[config.mk]
export PLATFORM = sky130hd
export DESIGN_NAME = uart_rx_fifo_ctrl
export DESIGN_NICKNAME = d
export VERILOG_FILES = /design/src/rtl/uart_rx_fifo_ctrl.sv
export SDC_FILE = /design/constraint.sdc
export NUM_CORES = 1
export LEC_CHECK = 0
export BUFFER_PORTS_ARGS = -buffer_cell sky130_fd_sc_hd__buf_2
export CORE_UTILIZATION = 39
export DETAILED_ROUTE_END_ITERATION = 6
export GPL_TIMING_DRIVEN = 1
export HOLD_SLACK_MARGIN = 0.05
export PLACE_DENSITY = 0.78
export SETUP_SLACK_MARGIN = 0.2
export SYNTH_ARGS = -nofsm -noshare
export SYNTH_HDL_FRONTEND = slang
export SYNTH_SLANG_ARGS = --single-unit
[constraint.sdc]
create_clock -name clk -period 3.9 [get_ports clk]
set_input_delay 1.17 -clock clk [delete_from_list [all_inputs] [get_ports clk]]
set_output_delay 1.17 -clock clk [all_outputs]
set_load 0.03 [all_outputs]
[src/rtl/uart_rx_fifo_ctrl.sv]
// UART receiver FIFO controller: push/pop sequencing, LSR status and RX interrupts.
// Define UART_RX_TOUT_EN to build the character-timeout counter and int_tout.
module uart_rx_fifo_ctrl #(
  parameter int FIFO_DEPTH = 16,
  parameter int CNT_W      = 5,
  parameter int CT_W       = 12
) (
  input  logic             clk,
  input  logic             wb_rst_i,
  input  logic             rx_valid,
  input  logic [7:0]       rx_data,
  input  logic             rx_pe,
  input  logic             rx_fe,
  output logic             fifo_push,
  output logic [9:0]       fifo_din,
  output logic             fifo_pop,
  output logic             fifo_rst,
  input  logic [CNT_W-1:0] fifo_count,
  input  logic [9:0]       fifo_dout,
  input  logic             fifo_en,
  input  logic             rx_clr,
  input  logic [1:0]       trig_lvl,
  input  logic [CT_W-1:0]  char_time,
  input  logic             rbr_rd,
  input  logic             lsr_rd,
  output logic [7:0]       rbr_data,
  output logic             lsr_dr,
  output logic             lsr_oe,
  output logic             lsr_pe,
  output logic             lsr_fe,
  output logic             lsr_err,
  output logic             int_rda,
  output logic             int_tout
);

  typedef enum logic [1:0] {IDLE, POP, SETTLE} pop_state_e;

  pop_state_e       state_q, state_d;
  logic             lsr_oe_q, lsr_oe_d;
  logic             int_rda_q, int_rda_d;
  logic [CNT_W-1:0] err_cnt_q, err_cnt_d;
  logic             fifo_en_q, fifo_en_d;

  logic             clr, pop_now, push_ok, push_now, overrun, push_err, pop_err;
  logic [CNT_W-1:0] cap, trig;

  always_comb begin
    cap  = fifo_en ? CNT_W'(FIFO_DEPTH) : CNT_W'(1);
    trig = CNT_W'(14);
    case (trig_lvl)
      2'b00:   trig = CNT_W'(1);
      2'b01:   trig = CNT_W'(4);
      2'b10:   trig = CNT_W'(8);
      default: trig = CNT_W'(14);
    endcase
  end

  // A mode change empties the FIFO exactly like an explicit rx_clr.
  always_comb begin
    clr      = rx_clr | (fifo_en != fifo_en_q);
    pop_now  = (state_q == POP) & wb_rst_i & ~clr;
    push_ok  = (fifo_count < cap) | ((fifo_count == cap) & pop_now);
    push_now = rx_valid & push_ok & wb_rst_i & ~clr;
    overrun  = rx_valid & ~push_ok & ~clr;
    push_err = push_now & (rx_pe | rx_fe);
    pop_err  = pop_now & (fifo_dout[1:0] != 2'b00);
  end

  always_comb begin
    state_d = state_q;
    case (state_q)
      IDLE:    if (rbr_rd && fifo_count != '0) state_d = POP;
      POP:     state_d = SETTLE;
      SETTLE:  state_d = IDLE;
      default: state_d = IDLE;
    endcase
    if (clr) state_d = IDLE;

    lsr_oe_d = lsr_oe_q;
    if (overrun)     lsr_oe_d = 1'b1;
    else if (lsr_rd) lsr_oe_d = 1'b0;

    err_cnt_d = err_cnt_q;
    if (clr)
      err_cnt_d = '0;
    else if (push_err && !pop_err && err_cnt_q != CNT_W'(FIFO_DEPTH))
      err_cnt_d = err_cnt_q + CNT_W'(1);
    else if (pop_err && !push_err && err_cnt_q != '0)
      err_cnt_d = err_cnt_q - CNT_W'(1);

    int_rda_d = fifo_en ? (fifo_count >= trig) : (fifo_count != '0);
    fifo_en_d = fifo_en;
  end

  always_ff @(posedge clk) begin
    if (!wb_rst_i) begin
      state_q   <= IDLE;
      lsr_oe_q  <= 1'b0;
      int_rda_q <= 1'b0;
      err_cnt_q <= '0;
    end else begin
      state_q   <= state_d;
      lsr_oe_q  <= lsr_oe_d;
      int_rda_q <= int_rda_d;
      err_cnt_q <= err_cnt_d;
    end
    fifo_en_q <= fifo_en_d;
  end

`ifdef UART_RX_TOUT_EN
  logic [CT_W+1:0] tout_q, tout_d, tout_lim;

  // Idle time since the last FIFO activity, saturating at four character times.
  always_comb begin
    tout_lim = {char_time, 2'b00};
    tout_d   = tout_q;
    if (clr || push_now || pop_now || fifo_count == '0)
      tout_d = '0;
    else if (tout_q < tout_lim)
      tout_d = tout_q + (CT_W+2)'(1);
  end

  always_ff @(posedge clk) begin
    if (!wb_rst_i) tout_q <= '0;
    else           tout_q <= tout_d;
  end

  assign int_tout = (tout_q == tout_lim) & (fifo_count != '0) & fifo_en & (char_time != '0);
`else
  logic unused_char_time;
  assign unused_char_time = ^char_time;
  assign int_tout         = 1'b0;
`endif

  assign fifo_push = push_now;
  assign fifo_din  = {rx_data, rx_pe, rx_fe};
  assign fifo_pop  = pop_now;
  assign fifo_rst  = ~wb_rst_i | clr;
  assign rbr_data  = fifo_dout[9:2];
  assign lsr_dr    = (fifo_count != '0);
  assign lsr_pe    = lsr_dr & fifo_dout[1];
  assign lsr_fe    = lsr_dr & fifo_dout[0];
  assign lsr_oe    = lsr_oe_q;
  assign lsr_err   = (err_cnt_q != '0);
  assign int_rda   = int_rda_q;

endmodule

==> reports/metrics.yaml <==
drt:
  detail-route-antenna-nets: 0
  drt-wirelength-per-cell_um: 12.4
  vias: 755
  vias_per_cell: 5.00
  drt_iter0_markers: 4
  dr.pass1.iters: 3
  drc_errors: 0
  wl_um: 1870
global_routing:
  grt_remaining_overflow: 0
  grt_usage_pct: 15.8
  grt_pass1_vias: 741
  antenna_found_initial: 0
  grt_pass1_wl_um: 3070
  use_met3_pct: 2.68
  gr-usage-met2_pct: 27.4
  grt.busiest_layer: "met2"
  grtUsageMet1_pct: 16.5
  grt_max_degree: 8
finish:
  stdcell_count: 151
  post_route_cells_drive_above_1_share_pct: 36.6
  nFillCells: 234
  final_common_cell: "buf_2"
  final_cell_mix: "buf_2, dfxtp_1, nor2_1, ha_1, nand2_1"
  nNetsFinal: 180
  n_antenna_cell: 0
  area_delta_synth_final_pct: 12.2
  post-route-cell-area_um2: 1060
synth:
  synth_edf_count: 0
  postSynthNetCount: 163
  synth-main-ff-cell: "dfxtp_1"
  synthTopCellsByArea: "dfxtp_1, buf_4, ha_1, mux2i_1, nor2_1"
  synth_area_um2: 942
  synth_top_cell_by_area: "dfxtp_1"
  async_flop_share_pct: 0
  synthCells: 107
  yosysSeqAreaShare_pct: 21.2
  yosys.area.top_type_share_pct: 21.2
  ys_ff_latch: 10
  ys_warn_count: 0
  avgSynthCellArea_um2: 8.81
  synth_cell_types: 34
sta:
  finalCritPeriodShare_pct: 92.6
  setup_ws_ps: 289
  hold_violations: 0
  setup_viol: 0
  grt_setup_unrepaired: "true"
  max_freq_mhz: 277
  worst_clock_skew_ps: 0.519
  tns_ps: 0
  slew_violations: 0
  finalCriticalPeriod_ps: 3610
place:
  placed_cells: 147
  dp_hpwl_um: 1540
  preCtsSetupSlack_ps: 115
  dpl_cell_area_um2: 1000
  gp_congestion: 0.715
  port-buffer-count: 28
status:
  outcome: "finished clean"
power:
  combPwrFrac_pct: 26.8
  finalPower_uw: 279
  power.share.switching_pct: 31.1
  p_clk_share_pct: 34.6
  vdd_drop_max_uv: 106
  pwr_density_cell_nw_per_um2: 264
  p_int_uw: 192
  total_leakage_power_uw: 0.000525
  power_frac_seq_pct: 38.5
  p_switching_uw: 86.7
setup_path:
  cpPeakStageDelay_ps: 410
  crit_buf_inv: 2
  path_class: "in2out"
  cp.arrival_ps: 2440
  cp_max_fo: 5
  crit_path_end_kind: "output port"
  cp-start-kind: "input port"
  worstPathRequired_ps: 2730
  critPathMostFrequentCell: "buf_2"
  slowest_stage: "or3_4"
  path_cells: "buf_2 > or3_4 > or3_1 > and2_1 > buf_2"
  cp_top_family: "simple AND/OR/NAND/NOR gates"
clock_tree:
  clockBufferDepth: 2
  cts_setup_buffers: 0
  clkTransAtPathRegs_ps: 70
  ctsHtreeMaxLevel: 1
  cts_sinks: 10
  clk_latency_ps: 270
  clock-root-buffer: "clkbuf_4"
  cts_inserted_buffers: 3
  cts_tree: "built"
floorplanning:
  die_area_um2: 2620
  dieWidth_um: 51.2
  start_util_pct: 41.8
  design.core.area_um2: 2250
  pin_count: 74
  die_h_um: 51.2
  rows: 17
min_path:
  min_path_type: "reg2reg"
job:
  cap_viol_max_count: 0
through the flow:
stage                     utilization, %  hold WS [ps]
final                               46.9           493
after global routing                46.9           538
after CTS                           46.2           491
after detailed placement            44.6           480
after global placement              44.6           468
after floorplan                        -           455
final timing paths:
kind,cells after the start,endpoint,startpoint,slack (ps)
setup / recovery,5,lsr_pe,fifo_count[3],290
hold / removal,2,err_cnt_q[2],err_cnt_q[2],490
setup reg to reg,10,err_cnt_q[4],fifo_en_q,1200
hold reg to reg,2,err_cnt_q[2],err_cnt_q[2],490
layout make-up:
class	instances	area, um2	share of cell area (%)
clock buffers	4	36.3	3.43
inverters	7	26.3	2.49
flip-flops and latches	10	200	18.9
well taps	28	35.0	3.31
multi-input cells	71	597	56.4
repair buffers	31	163	15.4
kinds of logic (layout without fill, tap and decap cells):
logic type,after synthesis,in the layout,share of synthesized area [%]
xor+xnor,3,3,3.59
fa+ha+maj,10,10,14.1
other cells,1,1,0.398
simple gates,37,37,23.2
buf+inv,26,42,17.9
compound gates,13,13,10.8
flops,10,10,21.2
mux,7,7,8.77
tightest hold or removal path, cell delays in order, from the launching register on:
cell and delay [ps]:
dfxtp_1 330, nand2_1 60, mux2i_1 60
Yosys cell counts, drive strengths merged (2+ instances only):
library cell,instances
and2,3
nor2b,2
or3,2
nand3,3
nand2b,3
nor4,2
nor2,10
a21o,2
o21ai,2
nand2,8
a21oi,4
mux2i,7
ha,9
inv,7
buf,19
dfxtp,10
xor2,2
power by group through the flow:
stage / logic (uW) / clock network (uW) / registers, uW
6_report: 74.8 / 96.6 / 107
5_1_grt: 81.6 / 105 / 108
4_1_cts: 73.6 / 99.2 / 107
3_5_place_dp: 73.2 / 0 / 109
3_3_place_gp: 70.2 / 0 / 109
2_1_floorplan: 77.6 / 0 / 112
what timing repair did:
action / CTS / global route
resized for setup: 0 / 2
hold buffers: 0 / 0
endpoints found under the setup margin: 0 / 1
routing by layer:
metal,vias to the layer above,part of all wire [%]
met5,-,0
met4,0,4.6
met3,15,6.2
met2,39,49
met1,327,41
li1,374,-
sequential cells by signal (all words and copies together), names as in the netlist:
register / cells
int_rda: 1
lsr_oe: 1
state_q: 2
err_cnt_q: 5
fifo_en_q: 1
No activity file was read; power rests on OpenSTA's default activity.
